<file path="config.mk">
export PLATFORM = sky130hd
export DESIGN_NAME = led_pattern_ctrl
export DESIGN_NICKNAME = d
export VERILOG_FILES = /design/src/rtl/led_pattern_ctrl.sv
export SDC_FILE = /design/constraint.sdc
export NUM_CORES = 1
export LEC_CHECK = 0
export CAP_MARGIN = 40
export CORE_MARGIN = 2
export CORE_UTILIZATION = 40
export DETAILED_ROUTE_END_ITERATION = 12
export GPL_TIMING_DRIVEN = 0
export SLEW_MARGIN = 25
export SYNTH_ARGS = -nofsm -noshare
export SYNTH_HDL_FRONTEND = slang
export SYNTH_SLANG_ARGS = --single-unit
</file>
<file path="constraint.sdc">
create_clock -name clk -period 3.75 [get_ports clk]
set_input_delay 0.75 -clock clk [delete_from_list [all_inputs] [get_ports clk]]
set_output_delay 0.75 -clock clk [all_outputs]
set_load 0.01 [all_outputs]
</file>
<file path="src/rtl/led_pattern_ctrl.sv">
// LED bank sequencing controller.
// Steps an 8-bit LED register at a programmable rate in one of four modes
// (rotate-left, rotate-right, bounce, blink). Mode changes are applied at
// step boundaries. Pattern load and pause control are also provided.
module led_pattern_ctrl #(
  parameter int TICK_DIV = 2,
  parameter int CNT_W    = 8
) (
  input  logic       clk,
  input  logic       rst_n,
  input  logic [1:0] mode_sel,
  input  logic       mode_load,
  input  logic [7:0] pattern_in,
  input  logic       pattern_load,
  input  logic [3:0] speed,
  input  logic       pause,
  output logic [7:0] leds,
  output logic       tick,
  output logic [1:0] mode,
  output logic       pending
);

  typedef enum logic [1:0] {
    ROT_L  = 2'b00,
    ROT_R  = 2'b01,
    BOUNCE = 2'b10,
    BLINK  = 2'b11
  } mode_e;

  typedef enum logic {
    RUN   = 1'b0,
    PAUSE = 1'b1
  } state_e;

  typedef enum logic {
    LEFT  = 1'b0,
    RIGHT = 1'b1
  } dir_e;

  state_e           state_q;
  mode_e            mode_q;
  mode_e            pmode_q;
  logic             pending_q;
  dir_e             dir_q;
  logic [CNT_W-1:0] count_q;
  logic [7:0]       leds_q;
  logic             tick_q;

  logic [CNT_W-1:0] limit_m1;
  logic             terminal;
  logic             run_active;
  logic             step_en;
  mode_e            eff_mode;
  dir_e             dir_eff;
  logic [7:0]       leds_d;
  dir_e             dir_d;

  // Step period tracks the live speed input, so a speed change takes effect
  // within the current period.
  assign limit_m1   = CNT_W'(TICK_DIV) * (CNT_W'(speed) + CNT_W'(1)) - CNT_W'(1);
  assign terminal   = (count_q >= limit_m1);
  // Pause freezes stepping on the very cycle it is seen, not one cycle late.
  assign run_active = (state_q == RUN) && !pause;
  assign step_en    = run_active && terminal;

  // Step function: next LED value and bounce direction using the effective mode.
  always_comb begin
    eff_mode = pending_q ? pmode_q : mode_q;
    // Entering bounce from another mode always starts moving left.
    dir_eff  = ((eff_mode == BOUNCE) && (mode_q != BOUNCE)) ? LEFT : dir_q;
    leds_d   = leds_q;
    dir_d    = dir_eff;
    case (eff_mode)
      ROT_L:  leds_d = {leds_q[6:0], leds_q[7]};
      ROT_R:  leds_d = {leds_q[0], leds_q[7:1]};
      BOUNCE: begin
        if (dir_eff == LEFT) begin
          if (leds_q[7]) begin
            dir_d  = RIGHT;
            leds_d = {leds_q[0], leds_q[7:1]};
          end else begin
            leds_d = {leds_q[6:0], leds_q[7]};
          end
        end else begin
          if (leds_q[0]) begin
            dir_d  = LEFT;
            leds_d = {leds_q[6:0], leds_q[7]};
          end else begin
            leds_d = {leds_q[0], leds_q[7:1]};
          end
        end
      end
      BLINK:  leds_d = ~leds_q;
      default: leds_d = leds_q;
    endcase
  end

  // Run/pause FSM with prescaler, LED register, mode sequencing and tick.
  always_ff @(posedge clk or negedge rst_n) begin
    if (!rst_n) begin
      state_q   <= RUN;
      mode_q    <= ROT_L;
      pmode_q   <= ROT_L;
      pending_q <= 1'b0;
      dir_q     <= LEFT;
      count_q   <= '0;
      leds_q    <= 8'b0001_1111;
      tick_q    <= 1'b0;
    end else begin
      case (state_q)
        RUN:     if (pause)  state_q <= PAUSE;
        PAUSE:   if (!pause) state_q <= RUN;
        default: state_q <= RUN;
      endcase

      tick_q <= 1'b0;
      if (run_active) begin
        count_q <= terminal ? '0 : count_q + CNT_W'(1);
      end

      // Pattern load wins over any step due this cycle.
      if (pattern_load) begin
        leds_q  <= pattern_in;
        count_q <= '0;
        dir_q   <= LEFT;
      end else if (step_en) begin
        leds_q    <= leds_d;
        dir_q     <= dir_d;
        mode_q    <= eff_mode;
        pending_q <= 1'b0;
        tick_q    <= 1'b1;
      end

      // A load coinciding with a step becomes pending for the following step.
      if (mode_load) begin
        pmode_q   <= mode_e'(mode_sel);
        pending_q <= 1'b1;
      end
    end
  end

  assign leds    = leds_q;
  assign tick    = tick_q;
  assign mode    = mode_q;
  assign pending = pending_q;

endmodule

</file>
## Yosys cells after proc, flatten, opt, wreduce, memory -nomap -nowiden

Cells that the tools add are included.

| storage, ports and cells | value |
|---|---|
| bits in read-only memories | 0 |
| bits in registers | 24 |
| output and inout port bits | 12 |
| bits in latches | 0 |
| bits in writable memories | 0 |
| logic and storage cells | 53 |
| input port bits | 19 |
| memories kept | 0 |

| operators by class | value |
|---|---|
| magnitude comparators | 1 |
| divide/modulo/power cells | 0 |
| reductions and logical operators | 10 |
| multiplexer cells | 23 |
| bitwise operators | 3 |
| shift-type cells | 0 |
| eq/ne operators | 5 |
| add/sub/neg operators | 3 |
| multiply operators | 0 |

Operators with widths:

| cell | count |
|---|---|
| 8-bit 2-to-1 mux | 8 |
| 8-bit case mux with 4 select lines | 1 |
| 1-bit 2-to-1 mux | 13 |
| 8-bit by 1-bit adder with 8-bit output, second input constant | 1 |
| 8-bit >= comparator | 1 |
| 8-bit inverter | 1 |
| 6-bit by 1-bit subtractor with 7-bit output, second input constant | 1 |
| 2-bit nonzero test | 3 |
| 4-bit by 1-bit adder with 5-bit output, second input constant | 1 |
| 2-bit equality test, second input constant | 2 |
| 2-bit inequality test, second input constant | 2 |
| 2-bit AND reduction | 2 |
| 1-bit logical AND | 3 |
| 2-bit by 1-bit equality test with 1-bit output, second input constant | 1 |
| 2-bit logical NOT | 1 |
| 2-bit 2-to-1 mux | 1 |
| 1-bit inverter | 2 |
| 1-bit logical NOT | 1 |

## Depth between registers and ports, before layout

Gate-level depths: netlist (run 1).

| depth | value |
|---|---|
| word-level depth | 8 |
| depth in mapped cells | 14 |
| gate-level depth less buffers | 14 |

## Worst setup path before layout (run 1)

OpenSTA, ideal clock, no wires.

| timing | value |
|---|---|
| path kind | in2reg |
| start | in speed[0] |
| end | reg count_q[7] |
| path buffers | 0 |
| stages | 12 |
| library setup time | 124 ps |
| arrival time | 2829 ps |
| data required time | 3626 ps |
| slack | 797 ps |
| cells stage by stage | ha_1 nor2b_1 xnor2_1 nor2_1 o21ai_0 xor2_1 ha_1 o211ai_1 o31a_2 nand2_1 nor3_1 a211o_1 |

| on the way | value |
|---|---|
| longest elaborated chain between the ends | 6 |

RTL lines:

| what | line | RTL |
|---|---|---|
| from (decl) | 15 | `input logic [3:0] speed,` |
| 4-bit by 1-bit adder with 5-bit output | 60 | `assign limit_m1 = CNT_W'(TICK_DIV) * (CNT_W'(speed) + CNT_W'(1)) - CNT_W'(1);` |
| 6-bit by 1-bit subtractor with 7-bit output | 60 |  |
| 8-bit >= comparator | 61 | `assign terminal = (count_q >= limit_m1);` |
| 8-bit 2-to-1 mux | 118 | `count_q <= terminal ? '0 : count_q + CNT_W'(1);` |
| 8-bit 2-to-1 mux | 117 | `if (run_active) begin` |
| 8-bit 2-to-1 mux | 122 | `if (pattern_load) begin` |
| to (signal assigned) | 118 |  |
| to (decl) | 45 | `logic [CNT_W-1:0] count_q;` |

Every way passes these cells. The select of a mux whose other input is x is not followed.
A chain may end at the register's enable or synchronous reset.

## Worst setup path in the final report (run 1)

| timing | value |
|---|---|
| start | in speed[0] |
| end | reg leds_q[4] (netlist: leds[4]) |

| on the way | value |
|---|---|
| longest elaborated chain between the ends | 5 |

RTL lines:

| what | line | RTL |
|---|---|---|
| 4-bit by 1-bit adder with 5-bit output | 60 |  |
| 6-bit by 1-bit subtractor with 7-bit output | 60 |  |
| 8-bit >= comparator | 61 |  |
| 1-bit logical AND | 64 | `assign step_en = run_active && terminal;` |
| 2-bit nonzero test (no line) | n/a |  |
| to (signal assigned) | 123 | `leds_q <= pattern_in;` |
| to (signal assigned) | 127 | `leds_q <= leds_d;` |
| to (decl) | 46 | `logic [7:0] leds_q;` |

Every way passes these cells.

==> flow_summary.ini, run 1 <==
[status]
outcome = finished clean

[global_routing]
grt_usage_pct = 18.65
grt_max_degree = 25
grt_pass1_wl_um = 7665
antenna_found_initial = 0
grt_overflow = 0
grt_pass1_vias = 1595

[timing]
max_freq_ghz = 0.2829
worst_slew_pin_slew_ns = 0.7344
setup_slack_ns = 0.2151
final-hold-violation-count = 0
final_max_slew_viol_count = 0
rsz0062_at_grt = false
relSlewSlack_pct = 50.66
tns_ns = 0
clock_skew_ns = 0.01056
post-route-period-util_pct = 94.26
setup_viol = 0
min_period_ns = 3.535

[clock_tree]
h-tree-depth = 1
cts_setup_buffers = 0
cts.repair.resized = 0
cts_sinks = 24
clockBufferDepth = 2
clk_pin_slew_ns = 0.09
cts.root.buffer_cell = clkbuf_8
holdBufCountCts = 0
clkLatencyLatePin_ns = 0.27
numCtsBuffers = 3
cts_tree = yes

[floorplanning]
ios = 31
die-height_um = 71.90
core_sq_um = 4384
dieArea_sq_um = 5170
rows = 24
die_w_um = 71.90
start_util_pct = 42.07

[route]
wl_um = 4610
drc = 0
wire_per_inst_um = 15.52
first_pass_iters = 4
drtAntennaViolNets = 0
vias = 1751
viasPerCell = 5.896
drt_iter0_drc = 137

[setup_path]
crit_fanout = 8
crit_type = in2reg
worstSetupEndpointType = flip-flop
start_kind = primary input
cp.required_ns = 3.92
reg2reg_depth = 7
cp.arrival_ns = 3.71

[logic_synthesis]
ys_ff_latch = 24
avgSynthCellArea_sq_um = 8.741
seq_area_frac_synth_pct = 32.90
ys_types = 54
yosysWarningCount = 0
synth_fp_nets = 239
synth_cells = 211
synth_ff_type = dfrtp_1
synth_edf_count = 0
async_flop_share_pct = 100.0
syn-cell-area_sq_um = 1844

[placed_design]
preCtsSetupSlack_ns = -0.03634
dp_hpwl_um = 3543
port_buffers = 30
place.gp.congestion = 0.8712
dpl_cell_area_sq_um = 2205

[final_layout]
fin_area_sq_um = 2260
multi_input_area_sq_um = 1165
area_growth_pct = 22.52
ff_latch_area_sq_um = 606.8
drive_gt1_share_pct = 11.43
antennaDiodeCount = 0
final_util_pct = 51.54
n_fill_cell = 441
finalNetCount = 274

[power_and_ir_drop]
pwr-share-seq_pct = 42.3
power_density_nw_per_um2 = 360.3
switching_power_uw = 278.1
p_comb_share_pct = 36.2
finalPower_uw = 814.1
p_clk_share_pct = 21.5
ir_drop_uv = 155.8
p_int_uw = 536.0
switching_share_pct = 34.16
cellLeakagePower_uw = 0.0009464

[hold_path]
hold_class = in2async

[job]
max-cap-violations = 0
-- cell families after synthesis --
family,synth area share (%)
buf+inv,3.934
fa+ha+maj,6.106
simple gates,13.91
compound gates,33.58
mux,7.191
xor+xnor,2.374
flops,32.90
-- per-layer routing --
layer | global-route usage, % | up-vias | part of all wire [%]
met5 | 0 | - | 0
met4 | 4.403 | 0 | 0.74
met3 | 2.083 | 2 | 3.7
met2 | 32.00 | 40 | 50
met1 | 25.38 | 829 | 45
li1 | - | 880 | -
-- path summary, 6_finish.rpt --
check                                  startpoint  slack (ns)                     end
hold / removal                              rst_n        0.45  count_q[3]$_DFFE_PN0P_
min in group clk           count_q[6]$_DFFE_PN0P_        0.53  count_q[6]$_DFFE_PN0P_
setup / recovery                         speed[0]        0.22     leds[4]$_DFFE_PN1P_
max in group asynchronous                   rst_n        2.93     leds[4]$_DFFE_PN1P_
setup reg to reg           count_q[1]$_DFFE_PN0P_        1.59     leds[0]$_DFFE_PN1P_
hold reg to reg            count_q[6]$_DFFE_PN0P_        0.53  count_q[6]$_DFFE_PN0P_
-- stage by stage --
stage / cells / hold WS [ns]
after floorplan: 211 / 0.4544
after global placement: 293 / 0.5093
after detailed placement: 293 / 0.5150
after CTS: 297 / 0.4716
after global routing: 297 / 0.5062
final: 297 / 0.4457
-- cells in the final DEF, fill, tap and decap left out, drive strengths merged, types with 5 or more instances in the layout --
cell / instances
nor2: 11
nor3: 6
buf: 5
a31oi: 6
o21ai: 28
inv: 8
mux2i: 5
nand2: 17
dfrtp: 19
a21oi: 18
ha: 9
dfstp: 5
a211oi: 6
clkbuf: 8
clkdlybuf4s50: 29
a21o: 5
nand3: 6
mux2: 7
-- sequential cells by signal (all words and copies together) (netlist names) --
signal   flops
leds         8
pending      1
dir_q        1
state_q      1
count_q      8
tick         1
mode         2
pmode_q      2
-- area by class of cell --
cell class                 instances  share of cell area, %
multi-input combinational        171                  51.55
inverter                           8                  1.329
clock buffer                       4                  2.436
buffer                             8                  1.883
timing repair buffer              30                  13.07
tap                               52                  2.879
sequential                        24                  26.85
-- critical path, stage by stage --
cell	delay, ns
clkdlybuf4s50_1	0.52
ha_1	0.40
nor2b_1	0.16
xnor2_1	0.14
nor2_1	0.05
o21ai_0	0.20
xor2_1	0.10
ha_1	0.28
o211ai_1	0.10
o31ai_1	0.37
o21ai_1	0.29
a211oi_1	0.27
a21oi_1	0.07
-- power by group through the flow --
stage                     Combinational [uW]  Clock (uW)  Sequential [uW]
after floorplan                          181           0              343
after global placement                   295           0              349
after detailed placement                 295           0              348
after CTS                                296         181              344
after global routing                     326         190              351
final                                    294         175              345
-- Yosys cell counts, drive strengths merged, types with 6 or more instances --
cell,count,area [sq um]
nor2,11,41.29
mux2,7,82.57
a21oi,18,105.1
nand3,6,30.03
nor3,6,30.03
dfrtp,19,475.5
nand2,17,63.81
inv,8,30.03
a31oi,6,37.54
o21ai,28,143.9
a211oi,6,50.05
ha,9,112.6
(Power assumes the default switching activity.)
==> run 2, diff against run 1 <==
Clock period 3.75 ns to 3.9 ns, I/O delays scaled along.
==> results of run 2 <==
The final DEF is identical to that of run 1. Status: finished clean.
Main changes from that run: setup slack after placement -0.03634 ns -> 0.08366 ns; setup slack after layout 0.2151 ns -> 0.3351 ns; hold slack 0.4457 ns -> 0.4757 ns; register-to-register setup slack 1.59 ns -> 1.74 ns; total power 814.1 uW -> 782.8 uW; worst IR drop on VDD 155.8 uV -> 149.8 uV
==> run 3, diff against run 2 <==
Settings changed: CORE_MARGIN 2 to unset.
==> run 3 against run 2 <==
Effect of this change:
- sequential power about the same
- register-to-register slack worse by 0.02 ns
- combinational power is essentially flat
- largest cell class unchanged
- clock-buffer cell count is the same
- total power up 0.20%
- critical path depth is the same
- flip-flop and latch count did not move
- global-route usage increased by 1.3 points
- first-iteration DRC count is 15% higher
- clock power about the same
==> flow_summary.ini, run 3 (same netlist as run 1, synthesis figures left out) <==
[floorplanning]
ios = 31
dieArea_sq_um = 4886
rows = 24
core_sq_um = 4384
die_w_um = 69.90
die-height_um = 69.90
start_util_pct = 42.07

[route]
first_pass_iters = 4
drt_iter0_drc = 157
vias = 1703
drtAntennaViolNets = 0
viasPerCell = 5.734
wire_per_inst_um = 15.89
drc = 0
wl_um = 4718

[final_layout]
n_fill_cell = 414
drive_gt1_share_pct = 11.43
area_growth_pct = 22.52
ff_latch_area_sq_um = 606.8
final_common_cell = clkdlybuf4s50_1
finalNetCount = 274
antennaDiodeCount = 0
final_cell_mix = 29 x clkdlybuf4s50_1, 19 x dfrtp_1, 17 x nand2_1, 17 x o21ai_1, 16 x a21oi_1
multi_input_area_sq_um = 1165

[timing]
post-route-period-util_pct = 91.79
worst_slew_pin_slew_ns = 0.7443
rsz0062_at_grt = false
setup_viol = 0
clock_skew_ns = 0.009286
hold_slack_ns = 0.4723
max_freq_ghz = 0.2793
tns_ns = 0
final_max_slew_viol_count = 0
relSlewSlack_pct = 50.00
min_period_ns = 3.580
final-hold-violation-count = 0

[placed_design]
port_buffers = 30
dp_hpwl_um = 3539
place.gp.congestion = 0.8144

[setup_path]
crit_fanout = 8
reg2reg_depth = 7
crit_buf_inv = 1
worstSetupEndpointType = flip-flop
cp.required_ns = 4.07
slowest_stage = clkdlybuf4s50_1
crit_top_cell = ha_1
r2r_end = leds[4]$_DFFE_PN1P_
crit_type = in2reg
regToRegSetupSlack_ns = 1.72
cp_top_family = compound AO/OA/AOI/OAI gates
cp.arrival_ns = 3.75
r2r_start = count_q[1]$_DFFE_PN0P_
slowest_delay_ns = 0.51
path_cells = clkdlybuf4s50_1 -> ha_1 -> nor2b_1 -> xnor2_1 -> nor2_1 -> o21ai_0 -> xor2_1 -> ha_1 -> o211ai_1 -> o31ai_1 -> o21ai_1 -> a211oi_1 -> a21oi_1
start_kind = primary input

[clock_tree]
cts_sinks = 24
cts_setup_buffers = 0
numCtsBuffers = 3
cts.repair.resized = 0
clkLatencyLatePin_ns = 0.27
clk_pin_slew_ns = 0.09
cts.root.buffer_cell = clkbuf_8
cts_tree = yes
clockBufferDepth = 2
holdBufCountCts = 0
h-tree-depth = 1

[power_and_ir_drop]
ir_drop_uv = 141.6
cellLeakagePower_uw = 0.0009464
power_density_nw_per_um2 = 347.1

[global_routing]
grt_pass1_wl_um = 7879
grt_usage_pct = 20.00
grt_pass1_vias = 1613
grt_max_degree = 25
grt_overflow = 0
antenna_found_initial = 0

[job]
max-cap-violations = 0

[status]
outcome = finished clean

[hold_path]
hold_class = in2async
==> run 3: cell counts in the layout (fill, tap and decap cells not counted) <==
Identical to the previous run, type by type.
==> run 3: final cells by class <==
type                            instances  share of cell area [%]
Timing Repair Buffer                   30                   13.07
Sequential cell                        24                   26.85
Tap cell                               52                   2.879
Clock buffer                            4                   2.436
Multi-Input combinational cell        171                   51.55
Buffer                                  8                   1.883
Inverter                                8                   1.329
==> run 3: worst reg2reg max path: cells and delay by family, from the launching register on <==
kind / cells / cell delay, ns
fa+ha+maj: 1 / 0.28
compound gates: 6 / 1.40
flops: 1 / 0.42
==> run 3: power by group <==
| part | total (uW) | switching [uW] | internal, uW |
|---|---|---|---|
| Combinational | 285 | 142 | 142 |
| Sequential | 332 | 49.0 | 283 |
| Clock | 168 | 77.6 | 90.1 |
==> run 3: worst max-delay path by stage <==
stage / start / to / slack [ns] / depth (start not counted)
floorplan: speed[0] / count_q[7]$_DFFE_PN0P_ / 0.92 / 12
global placement: speed[0] / leds[4]$_DFFE_PN1P_ / 0.05 / 13
detailed placement: speed[0] / leds[4]$_DFFE_PN1P_ / 0.07 / 13
CTS: speed[0] / leds[4]$_DFFE_PN1P_ / 0.35 / 13
global route: speed[0] / leds[6]$_DFFE_PN0P_ / 0.10 / 13
finish: speed[0] / leds[4]$_DFFE_PN1P_ / 0.32 / 13
==> run 3: per-stage QoR <==
step | utilization (%) | worst slack [ns] | instances | cell area, sq um | total power, uW
after floorplan | - | 0.9170 | 211 | 1844 | 503.7
after global placement | 50.40 | 0.05483 | 293 | 2210 | 618.5
after detailed placement | 50.29 | 0.06691 | 293 | 2205 | 619.9
after CTS | 51.54 | 0.3477 | 297 | 2260 | 787.9
after global routing | 51.54 | 0.1018 | 297 | 2260 | 834.8
final | 51.54 | 0.3202 | 297 | 2260 | 784.3
==> run 3: layer usage <==
layer / share of wire, % / global-route usage (%)
met5: 0 / 0
met1: 48 / 27.07
met4: 1.1 / 4.222
met3: 3.6 / 2.886
met2: 47 / 33.97
